## config.mk

```make
export PLATFORM = sky130hd
export DESIGN_NAME = serial_adder
export DESIGN_NICKNAME = d
export VERILOG_FILES = /design/src/rtl/serial_adder_pkg.sv /design/src/rtl/serial_adder_fa_bit.sv /design/src/rtl/serial_adder.sv
export SDC_FILE = /design/constraint.sdc
export NUM_CORES = 1
export LEC_CHECK = 0
export ABC_AREA = 1
export CAP_MARGIN = 10
export CELL_PAD_IN_SITES_DETAIL_PLACEMENT = 0
export CELL_PAD_IN_SITES_GLOBAL_PLACEMENT = 1
export CORE_MARGIN = 2
export CORE_UTILIZATION = 41
export CTS_CLUSTER_DIAMETER = 100
export DETAILED_ROUTE_END_ITERATION = 10
export DONT_BUFFER_PORTS = 1
export HOLD_SLACK_MARGIN = 0.15
export PLACE_DENSITY_LB_ADDON = 0.1
export SLEW_MARGIN = 20
export SYNTH_ARGS = -nofsm -noshare
export SYNTH_HDL_FRONTEND = slang
export SYNTH_SLANG_ARGS = --single-unit
export TNS_END_PERCENT = 100
```

## constraint.sdc

```tcl
create_clock -name clk -period 1.5 [get_ports clk]
set_clock_uncertainty 0.2 [all_clocks]
set_input_delay 0.075 -clock clk [delete_from_list [all_inputs] [get_ports clk]]
set_output_delay 0.075 -clock clk [all_outputs]
set_load 0.01 [all_outputs]
```

## src/rtl/serial_adder_pkg.sv

```systemverilog
// Shared types and helpers for the bit-serial adder/subtractor.
package serial_adder_pkg;

    typedef enum logic [1:0] {IDLE, RUN, DONE} sa_state_t;

    function automatic int cnt_w(input int width);
        return $clog2(width);
    endfunction

endpackage

```

## src/rtl/serial_adder_fa_bit.sv

```systemverilog
// One-bit full adder: the single arithmetic slice reused every cycle by serial_adder.
module fa_bit (
    input  logic a,
    input  logic b,
    input  logic ci,
    output logic s,
    output logic co
);

    assign s  = a ^ b ^ ci;
    assign co = (a & b) | (a & ci) | (b & ci);

endmodule

```

## src/rtl/serial_adder.sv

```systemverilog
// Bit-serial WIDTH-bit add/subtract: LSB first through one full-adder slice and a carry flop,
// with a start/ready/done handshake. Results are held until the next completion.
module serial_adder
    import serial_adder_pkg::*;
#(
    parameter int WIDTH = 8
) (
    input  logic             clk,
    input  logic             rst_n,
    input  logic             start,
    input  logic [WIDTH-1:0] a,
    input  logic [WIDTH-1:0] b,
    input  logic             cin,
    input  logic             sub,
    output logic             ready,
    output logic             busy,
    output logic             done,
    output logic [WIDTH-1:0] sum,
    output logic             cout,
    output logic             overflow
);

    localparam int            CW       = cnt_w(WIDTH);
    localparam logic [CW-1:0] LAST_CNT = CW'(WIDTH - 1);

    sa_state_t        state_q, state_d;
    logic [WIDTH-1:0] opa_q, opa_d;
    logic [WIDTH-1:0] opb_q, opb_d;
    logic [WIDTH-1:0] acc_q, acc_d;
    logic [WIDTH-1:0] sum_q, sum_d;
    logic [CW-1:0]    cnt_q, cnt_d;
    logic             carry_q, carry_d;
    logic             cout_q, cout_d;
    logic             ovf_q, ovf_d;
    logic             fa_s, fa_co;

    fa_bit u_fa (
        .a  (opa_q[0]),
        .b  (opb_q[0]),
        .ci (carry_q),
        .s  (fa_s),
        .co (fa_co)
    );

    always_comb begin
        // NOTE: every _d defaults to its _q first, so no branch can leave one unassigned and infer a latch.
        state_d = state_q;
        opa_d   = opa_q;
        opb_d   = opb_q;
        acc_d   = acc_q;
        sum_d   = sum_q;
        cnt_d   = cnt_q;
        carry_d = carry_q;
        cout_d  = cout_q;
        ovf_d   = ovf_q;

        case (state_q)
            IDLE, DONE: begin
                if (start) begin
                    // Subtraction is A + ~B + 1: invert B and seed the carry with 1.
                    opa_d   = a;
                    opb_d   = sub ? ~b : b;
                    carry_d = sub ? 1'b1 : cin;
                    acc_d   = '0;
                    cnt_d   = '0;
                    state_d = RUN;
                end else begin
                    state_d = IDLE;
                end
            end
            RUN: begin
                acc_d   = {fa_s, acc_q[WIDTH-1:1]};
                opa_d   = opa_q >> 1;
                opb_d   = opb_q >> 1;
                carry_d = fa_co;
                cnt_d   = cnt_q + CW'(1);
                if (cnt_q == LAST_CNT) begin
                    // On the last bit opa_q[0]/opb_q[0] are the operand MSBs (B possibly inverted).
                    sum_d   = {fa_s, acc_q[WIDTH-1:1]};
                    cout_d  = fa_co;
                    ovf_d   = (opa_q[0] == opb_q[0]) && (fa_s != opa_q[0]);
                    cnt_d   = '0;
                    state_d = DONE;
                end
            end
            default: state_d = IDLE;
        endcase
    end

    // NOTE: sequential state uses <= so every register samples the pre-edge values of the others.
    always_ff @(posedge clk or negedge rst_n) begin
        if (!rst_n) begin
            state_q <= IDLE;
            opa_q   <= '0;
            opb_q   <= '0;
            acc_q   <= '0;
            sum_q   <= '0;
            cnt_q   <= '0;
            carry_q <= 1'b0;
            cout_q  <= 1'b0;
            ovf_q   <= 1'b0;
        end else begin
            state_q <= state_d;
            opa_q   <= opa_d;
            opb_q   <= opb_d;
            acc_q   <= acc_d;
            sum_q   <= sum_d;
            cnt_q   <= cnt_d;
            carry_q <= carry_d;
            cout_q  <= cout_d;
            ovf_q   <= ovf_d;
        end
    end

    assign ready    = (state_q != RUN);
    assign busy     = (state_q == RUN);
    assign done     = (state_q == DONE);
    assign sum      = sum_q;
    assign cout     = cout_q;
    assign overflow = ovf_q;

endmodule

```

==> results.py, run 1 <==
metrics = {
    "synthesis": {
        "netlist.area_leader.share_pct": 52.92,
        "yosys.area.top_type": "dfrtp_1",
        "synth_flop_cell": "dfrtp_1",
        "avgSynthCellArea_um2": 8.383,
        "synth_area_leaders": "dfrtp_1, nand2_1, nand3_1",
        "synth-warning-count": 0,
        "syn-num-nets": 245,
        "synth_seq_cells": 39,
        "yosysMostFrequentCell": "nand2_1",
        "ys_async_sr_fraction_pct": 100.0,
        "synth_cell_type_count": 20,
        "netlist_instances": 220,
        "synth_commonest_cells": "nand2_1, dfrtp_1, inv_1, nand3_1, o21ai_2",
        "syn_area_mm2": 0.001844,
        "synth_edf_count": 0,
        "seq_area_frac_synth_pct": 52.92,
    },
    "clocking": {
        "clock-sinks": 39,
        "clock_tree.root_cell": "clkbuf_8",
        "clock_latency_ns": 0.29,
        "cts_tree": "built",
        "cts_max_level": 2,
        "clock_path_buffers": 2,
        "cts_made_buffers": 5,
        "clkTransAtPathRegs_ns": 0.08,
    },
    "routing": {
        "wl_per_cell_um": 12.36,
        "drt_first_pass_iters": 5,
        "wl_um": 3845,
        "ant_nets": 0,
        "first_iter_violations": 64,
        "via_count": 1487,
        "viasPerCell": 4.781,
        "drc_errors": 0,
    },
    "layout": {
        "n_fill_cell": 405,
        "area_growth_pct": 26.73,
        "nets": 283,
        "utilization_pct": 53.68,
        "drive_gt1_share_pct": 19.31,
        "antenna_cells": 0,
        "design_area_mm2": 0.002337,
        "ff_latch_area_um2": 975.9,
        "multiInputGateArea_um2": 733.2,
    },
    "placement": {
        "port_buffers": 0,
        "placed_area_mm2": 0.001958,
        "gp_congestion": 0.7364,
        "post-place-ws_ns": -0.09035,
        "dp_hpwl_um": 2495,
    },
    "sta": {
        "timing.final.ws_setup_ns": -0.08301,
        "worstMarginPinSlew_ns": 0.3436,
        "final-hold-violation-count": 0,
        "max_slew_margin_pct": 77.02,
        "period_share_pct": 105.5,
        "period_needed_ns": 1.583,
        "slew_viol_final": 0,
        "fmaxAchievable_mhz": 631.7,
        "setup_tns_ns": -0.08301,
        "setup_viol": 1,
        "rsz0062_at_grt": "yes",
    },
    "floorplanning": {
        "die_x_um": 71.07,
        "row_count": 24,
        "initial_core_util_pct": 42.36,
        "pin_count": 34,
        "core_mm2": 0.004354,
        "dieHeight_um": 71.07,
        "dieArea_mm2": 0.005051,
    },
    "pwr": {
        "ir_drop_mv": 0.7647,
        "pwr_density_cell_mw_per_mm2": 1993,
        "seqPwrFrac_pct": 39.7,
        "switching_share_pct": 39.34,
        "p_total_w": 0.004659,
        "power.switching_w": 0.001833,
        "intPower_w": 0.002826,
        "clkPwrFrac_pct": 14.3,
        "p_comb_share_pct": 45.9,
        "leakage_nw": 1.198,
    },
    "global_route": {
        "overflow": 0,
        "grt_usage_pct": 17.62,
        "grt_max_degree": 40,
        "antenna_found_initial": 0,
        "grt_pass1_vias": 1530,
        "grt_pass1_wl_um": 6865,
    },
    "critical_path": {
        "critPathMaxFanout": 3,
        "cp_slowest_cell": "fa_2",
        "critPathBufInv": 1,
        "cp.required_ns": 1.48,
        "crit_family": "adder cells",
        "path_class": "reg2reg",
        "cp_slowest_stage_delay_ns": 0.46,
        "worstPathCellList": "inv_2 -> fa_2 -> or2_4 -> nand3_2 -> nand2_2",
        "end_kind": "register",
        "startpoint_type": "register",
        "cp.arrival_ns": 1.56,
    },
    "status": {
        "violations": "setup timing",
        "status": "complete, but fails checks",
    },
    "hold_path": {
        "hp-class": "in2reg",
    },
    "flow_run": {
        "cap_violations": 0,
    },
}
[cell type report]
type / instances / share of cell area (%)
clock inverters: 1 / 0.2141
multi-input cells: 143 / 31.37
flip-flops and latches: 39 / 41.76
repair inverters: 1 / 0.3212
well taps: 52 / 2.784
repair buffers: 37 / 15.15
clock buffers: 7 / 3.266
inverters: 31 / 5.139
[registers in the layout, indices dropped and copies added, names as in the netlist]
name,cells
overflow,1
opa_q,8
sum,8
cout,1
state_q,2
acc_q,7
opb_q,8
cnt_q,3
carry_q,1
[stage by stage]
| stage | std cells | hold slack (ns) |
|---|---|---|
| floorplan | 220 | -0.4206 |
| global placement | 277 | -0.4198 |
| detailed placement | 277 | -0.4197 |
| CTS | 308 | 0.2409 |
| global route | 311 | 0.2578 |
| finish | 311 | 0.2491 |
[per-layer routing]
metal  wire length (µm)  vias to the layer above  global-route usage, %
met5                  0                        -                      0
met4                 36                        0                  5.870
met3                251                        4                  5.413
met2               1852                       42                  29.49
met1               1704                      685                  21.75
li1                   -                      756                      -
[worst min-delay path, cell delays in order]
cell           delay, ns
dlygate4sd3_1       0.53
nand2_1             0.05
nand2_1             0.05
[power by group through the flow]
| stage | registers [W] | logic (W) | clock network, W |
|---|---|---|---|
| 4_1_cts | 0.00185 | 0.00199 | 0.000702 |
| 3_5_place_dp | 0.00187 | 0.00186 | 0 |
| 2_1_floorplan | 0.00181 | 0.00137 | 0 |
| 3_3_place_gp | 0.00184 | 0.00179 | 0 |
| 5_1_grt | 0.00191 | 0.00246 | 0.000755 |
| 6_report | 0.00185 | 0.00214 | 0.000667 |
[what timing repair did]
item / CTS / global route
buffers inserted: 0 / 2
endpoints found under the hold margin: 67 / 0
pin swaps: 2 / 5
endpoints found under the setup margin: 11 / 8
gates resized for setup: 5 / 9
cloned: 1 / 1
hold buffers: 22 / 0
[final timing paths]
| path | startpoint | cells past startpoint | slack (ns) | to |
|---|---|---|---|---|
| min | a[7] | 3 | 0.25 | opa_q[7] |
| min reg2reg | opa_q[3] | 2 | 0.28 | opa_q[3] |
| max reg2reg | opa_q[0] | 5 | -0.08 | overflow |
| max in group asynchronous | rst_n | 3 | 0.31 | opb_q[6] |
| max | opa_q[0] | 5 | -0.08 | overflow |
| min in group asynchronous | rst_n | 3 | 0.57 | opa_q[2] |
[cell families (layout without fill, tap and decap cells)]
logic type	after synthesis	in the layout	synth area share, %
AND/OR/NAND/NOR	118	119	26.87
AO/OA/AOI/OAI	20	20	7.734
buffers and inverters	39	77	9.361
adder cells (fa/ha/maj)	4	4	3.121
flip-flops	39	39	52.92
[layout by cell type, fill, tap and decap left out]
cell type and count:
o21ai_0 3, or2_2 1, nand3_1 23, buf_6 3
inv_2 4, nor2_4 1, ha_1 2, o22ai_2 1
a21oi_1 1, o21ai_2 9, o22ai_1 6, inv_1 26
clkinv_2 1, nand2_2 4, nor2_1 6, ha_2 1
or2_4 1, nand2_4 2, clkinvlp_4 2, clkbuf_8 5
fa_2 1, clkbuf_1 2, buf_4 12, nand2_1 80
dfrtp_1 39, nand3_2 1, dlygate4sd3_1 21, buf_12 1
Power figures use the tool's default switching activity.
==> inputs of run 2 (changes only) <==
--- a/config.mk
+++ b/config.mk
@@ -5,12 +5,11 @@
 export SDC_FILE = /design/constraint.sdc
 export NUM_CORES = 1
 export LEC_CHECK = 0
-export ABC_AREA = 1
 export CAP_MARGIN = 10
 export CELL_PAD_IN_SITES_DETAIL_PLACEMENT = 0
 export CELL_PAD_IN_SITES_GLOBAL_PLACEMENT = 1
 export CORE_MARGIN = 2
-export CORE_UTILIZATION = 41
+export CORE_UTILIZATION = 44
 export CTS_CLUSTER_DIAMETER = 100
 export DETAILED_ROUTE_END_ITERATION = 10
 export DONT_BUFFER_PORTS = 1
==> run 2 against run 1 <==
  * The flow still finishes with violations (setup timing)
  * Die area shrank 15%
  * Utilization grew 8.3 points
  * First-iteration DRC count grew 14%
  * Sequential power grew 4%
  * Wire length shrank 13%
  * Largest power group unchanged
==> results.py, run 2 <==
metrics = {
    "layout": {
        "drive_gt1_share_pct": 27.22,
        "layout_common_cells": "dfrtp_1, dlygate4sd3_1, buf_4",
        "nets": 206,
        "stdcell_count": 228,
        "antenna_cells": 0,
        "design_area_mm2": 0.002270,
        "area_growth_pct": 36.19,
        "final_common_cell": "dfrtp_1",
    },
    "synthesis": {
        "seq_area_frac_synth_pct": 58.56,
        "ys_async_sr_fraction_pct": 100.0,
        "netlist_instances": 136,
        "syn-num-nets": 161,
        "netlist.area_leader.share_pct": 58.56,
        "synth-warning-count": 0,
        "yosys.area.top_type": "dfrtp_1",
        "synth_edf_count": 0,
        "synth_commonest_cells": "dfrtp_1, a22o_1, nand2_1, a221o_1",
        "avgSynthCellArea_um2": 12.25,
        "synth_seq_cells": 39,
        "syn_area_mm2": 0.001667,
        "synth_flop_cell": "dfrtp_1",
        "yosysMostFrequentCell": "dfrtp_1",
        "synth_area_leaders": "dfrtp_1, a221o_1, a22o_1",
        "synth_cell_type_count": 27,
    },
    "placement": {
        "dp_hpwl_um": 2285,
        "dp.cells": 196,
        "placed_area_mm2": 0.001877,
        "port_buffers": 0,
        "post-place-ws_ns": -0.1505,
        "gp_congestion": 0.7313,
    },
    "clocking": {
        "clock-sinks": 39,
        "clock_tree.root_cell": "clkbuf_8",
        "cts_made_buffers": 5,
        "cts_tree": "built",
        "cts_max_level": 2,
        "clock_latency_ns": 0.28,
        "clock_path_buffers": 2,
        "clkTransAtPathRegs_ns": 0.06,
    },
    "critical_path": {
        "cp.required_ns": 1.47,
        "path_class": "reg2reg",
        "end_kind": "register",
        "cp_slowest_cell": "dfrtp_1",
        "startpoint_type": "register",
        "cp_slowest_stage_delay_ns": 0.39,
        "worstPathCellList": "ha_2 -> ha_4 -> nand3b_1 -> buf_6 -> mux2_4",
        "critPathMaxFanout": 7,
        "cp.arrival_ns": 1.60,
    },
    "sta": {
        "final-hold-violation-count": 0,
        "fmaxAchievable_mhz": 613.5,
        "rsz0062_at_grt": "yes",
        "slew_viol_final": 0,
        "setup_tns_ns": -0.9379,
        "whs_ns": 0.2659,
        "period_needed_ns": 1.630,
        "period_share_pct": 108.7,
        "max_slew_margin_pct": 68.08,
        "timing.final.ws_setup_ns": -0.1299,
        "worstMarginPinSlew_ns": 0.4787,
        "setup_viol": 9,
    },
    "global_route": {
        "grt_max_degree": 40,
        "grt_pass1_wl_um": 5961,
        "overflow": 0,
        "antenna_found_initial": 0,
        "grt_usage_pct": 18.15,
        "grt_pass1_vias": 1281,
    },
    "routing": {
        "wl_per_cell_um": 14.68,
        "first_iter_violations": 73,
        "ant_nets": 0,
        "via_count": 1196,
        "wl_um": 3346,
        "drt_first_pass_iters": 3,
        "viasPerCell": 5.246,
        "drc_errors": 0,
    },
    "floorplanning": {
        "core_mm2": 0.003661,
        "row_count": 22,
        "dieHeight_um": 65.55,
        "die_x_um": 65.55,
        "dieArea_mm2": 0.004296,
        "initial_core_util_pct": 45.52,
        "pin_count": 34,
    },
    "flow_run": {
        "cap_violations": 0,
    },
    "pwr": {
        "pwr_density_cell_mw_per_mm2": 2008,
        "leakage_nw": 1.070,
        "ir_drop_mv": 0.8927,
    },
    "status": {
        "violations": "setup timing",
        "status": "complete, but fails checks",
    },
    "hold_path": {
        "hp-class": "in2reg",
    },
}
-- run 2: per-stage QoR --
step	utilization, %	total power (W)
after floorplan	-	0.003012
after global placement	51.26	0.003620
after detailed placement	51.26	0.003683
after CTS	60.32	0.004469
after global routing	62.00	0.004933
final	62.00	0.004558
-- run 2: path summary, 6_finish.rpt --
check                          from    endpoint  depth (start not counted)  slack [ns]
min reg2reg                opa_q[6]    opa_q[6]                          2        0.30
max in group asynchronous     rst_n  state_q[0]                          3        0.29
max                        cnt_q[0]      sum[4]                          5       -0.13
min                            a[2]    opa_q[2]                          3        0.27
min in group asynchronous     rst_n    cnt_q[2]                          3        0.61
max reg2reg                cnt_q[0]      sum[4]                          5       -0.13
-- run 2: kinds of logic (layout without fill, tap and decap cells) --
logic type	count (synthesis)	after routing	synth area share, %
compound gates	32	32	15.92
mux	7	7	4.730
buf+inv	14	58	3.678
flops	39	39	58.56
simple gates	31	31	8.934
fa+ha+maj	4	4	3.454
xor+xnor	9	9	4.730
-- run 2: cell type report --
| class | instances | area (µm²) |
|---|---|---|
| fillers | 308 | 1391 |
| flip-flops and latches | 39 | 977.2 |
| multi-input cells | 83 | 700.7 |
| repair buffers | 46 | 436.7 |
| clock buffers | 6 | 72.57 |
| well taps | 48 | 60.06 |
| inverters | 6 | 22.52 |
-- run 2: critical path: cells and delay by family (launching register included) --
family                   cells  cell delay, ns
buffers and inverters        1            0.16
flip-flops                   1            0.39
adder cells (fa/ha/maj)      2            0.35
multiplexers                 1            0.30
AND/OR/NAND/NOR              1            0.11
-- run 2: per-layer routing --
layer | GRT usage [%] | vias up | wire (µm)
met5 | 0 | - | 0
met4 | 4.688 | 0 | 34
met3 | 6.849 | 4 | 202
met2 | 31.38 | 31 | 1604
met1 | 21.16 | 583 | 1504
li1 | - | 578 | -
-- run 2: power breakdown --
group          total [W]  switching (W)  internal (W)
registers        0.00192       0.000381       0.00154
logic            0.00203       0.000877       0.00115
clock network   0.000614       0.000305      0.000309
total            0.00456        0.00156       0.00299
-- run 2: timing repair --
action | CTS | global route
buffers inserted | 1 | 3
endpoints found under the hold margin | 60 | 0
pin swaps | 3 | 2
resized for setup | 6 | 12
hold buffers | 22 | 0
setup endpoints to repair | 14 | 25
cloned | 0 | 0
==> inputs of run 3 (changes only) <==
--- a/config.mk
+++ b/config.mk
@@ -13,8 +13,9 @@
 export CTS_CLUSTER_DIAMETER = 100
 export DETAILED_ROUTE_END_ITERATION = 10
 export DONT_BUFFER_PORTS = 1
+export GPL_TIMING_DRIVEN = 0
 export HOLD_SLACK_MARGIN = 0.15
-export PLACE_DENSITY_LB_ADDON = 0.1
+export PLACE_DENSITY = 0.69
 export SLEW_MARGIN = 20
 export SYNTH_ARGS = -nofsm -noshare
 export SYNTH_HDL_FRONTEND = slang
==> run 3 against run 2 <==
  * The flow still finishes with violations (setup timing)
  * Critical path type unchanged
  * Count of clock-buffer cells in the layout is 1 lower
  * Via count is 1.8% higher
  * Critical path depth stayed put
  * Worst setup slack worse by 0.047 ns
  * Highest routed layer unchanged
  * Power is 4.2% higher
  * Flip-flop and latch count stayed put
  * Utilization is 1.3 points higher
  * Combinational power is 6% higher
==> results.py, run 3 (synthesized netlist as in run 2, its figures left out) <==
metrics = {
    "routing": {
        "viasPerCell": 5.246,
        "ant_nets": 0,
        "first_iter_violations": 74,
        "wl_um": 3575,
        "drt_first_pass_iters": 4,
        "wl_per_cell_um": 15.41,
        "via_count": 1217,
        "drc_errors": 0,
    },
    "floorplanning": {
        "dieArea_mm2": 0.004296,
        "die_x_um": 65.55,
        "pin_count": 34,
        "core_mm2": 0.003661,
        "row_count": 22,
        "dieHeight_um": 65.55,
        "initial_core_util_pct": 45.52,
    },
    "global_route": {
        "grt_pass1_vias": 1279,
        "grt_max_degree": 40,
        "grt_pass1_wl_um": 6037,
        "overflow": 0,
        "antenna_found_initial": 0,
        "grt_usage_pct": 18.60,
    },
    "layout": {
        "utilization_pct": 63.26,
        "area_growth_pct": 38.96,
        "final_common_cell": "dfrtp_1",
        "layout_common_cells": "dfrtp_1, dlygate4sd3_1, buf_4",
        "drive_gt1_share_pct": 30.43,
        "design_area_mm2": 0.002316,
        "n_fill_cell": 297,
        "antenna_cells": 0,
        "nets": 208,
    },
    "clocking": {
        "cts_max_level": 2,
        "cts_tree": "built",
        "cts_made_buffers": 5,
        "clkTransAtPathRegs_ns": 0.07,
        "clock_tree.root_cell": "clkbuf_8",
        "clock_latency_ns": 0.28,
        "clock_path_buffers": 2,
        "clock-sinks": 39,
    },
    "flow_run": {
        "cap_violations": 0,
    },
    "pwr": {
        "clkPwrFrac_pct": 14.3,
        "pwr_density_cell_mw_per_mm2": 2050,
        "leakage_nw": 1.086,
        "ir_drop_mv": 0.9768,
        "switching_share_pct": 35.34,
        "p_comb_share_pct": 45.2,
        "seqPwrFrac_pct": 40.6,
        "intPower_w": 0.003070,
        "power.switching_w": 0.001678,
    },
    "sta": {
        "timing.final.ws_setup_ns": -0.1774,
        "slew_viol_final": 0,
        "final-hold-violation-count": 0,
        "rsz0062_at_grt": "yes",
        "whs_ns": 0.2549,
        "period_needed_ns": 1.677,
        "setup_viol": 22,
        "setup_tns_ns": -1.692,
        "max_slew_margin_pct": 82.59,
        "worstMarginPinSlew_ns": 0.2612,
        "period_share_pct": 111.8,
        "fmaxAchievable_mhz": 596.2,
    },
    "placement": {
        "gp_congestion": 0.7329,
        "port_buffers": 0,
        "post-place-ws_ns": -0.3013,
        "dp_hpwl_um": 2137,
        "placed_area_mm2": 0.001759,
    },
    "critical_path": {
        "startpoint_type": "register",
        "end_kind": "register",
        "path_class": "reg2reg",
        "critPathMaxFanout": 5,
        "cp.required_ns": 1.47,
        "cp.arrival_ns": 1.65,
    },
    "status": {
        "violations": "setup timing",
        "status": "complete, but fails checks",
    },
    "hold_path": {
        "hp-class": "in2reg",
    },
}
run 3: metrics by stage:
step	cells	power, W
floorplan	136	0.003012
global placement	184	0.003299
detailed placement	184	0.003364
CTS	228	0.004544
global route	232	0.005112
finish	232	0.004748
run 3: power groups by stage:
stage	Combinational, W	Clock [W]	Sequential (W)
final	0.00215	0.000677	0.00193
after global routing	0.00238	0.000738	0.00199
after CTS	0.00195	0.000688	0.00190
after detailed placement	0.00143	0	0.00193
after global placement	0.00139	0	0.00191
after floorplan	0.00118	0	0.00183
run 3: cell type report:
cell class                 count  area (µm²)  share of cell area (%)
sequential                    39       977.2                   42.19
multi-input combinational     84       713.2                   30.79
timing repair buffer          39       386.6                   16.69
buffer                         8       70.07                   3.025
clock buffer                   5       68.82                   2.971
tap                           48       60.06                   2.593
inverter                       6       25.02                   1.080
clock inverter                 3       15.01                  0.6483
run 3: final timing paths:
kind	cells after the start	slack, ns	start	to
min in group asynchronous	3	0.57	rst_n	acc_q[2]
max	5	-0.18	cnt_q[0]	sum[6]
min reg2reg	1	0.31	acc_q[1]	acc_q[1]
max reg2reg	5	-0.18	cnt_q[0]	sum[6]
min	3	0.25	a[3]	opa_q[3]
max in group asynchronous	3	0.33	rst_n	state_q[0]
run 3: per-layer routing:
layer  track usage [%]  wire length (µm)  part of all wire [%]  vias to the layer above
met5                 0                 0                     0                        -
met4             5.469                41                   1.1                        0
met3             5.822               165                   4.6                        4
met2             30.61              1758                    49                       32
met1             23.59              1611                    45                      597
li1                  -                 -                     -                      584
run 3: repair_timing:
item                                    CTS  global route
setup buffers                            13             2
pin swaps                                 2             6
gates resized for setup                  16            19
gates cloned                              1             2
endpoints found under the setup margin   36            39
hold endpoints to repair                 58             0
hold buffers                             22             0
run 3: worst max-delay path, cell delays in order (launching register included):
cell	delay, ns
dfrtp_1	0.39
ha_2	0.20
ha_4	0.16
nand3b_1	0.17
buf_6	0.16
mux2_4	0.29
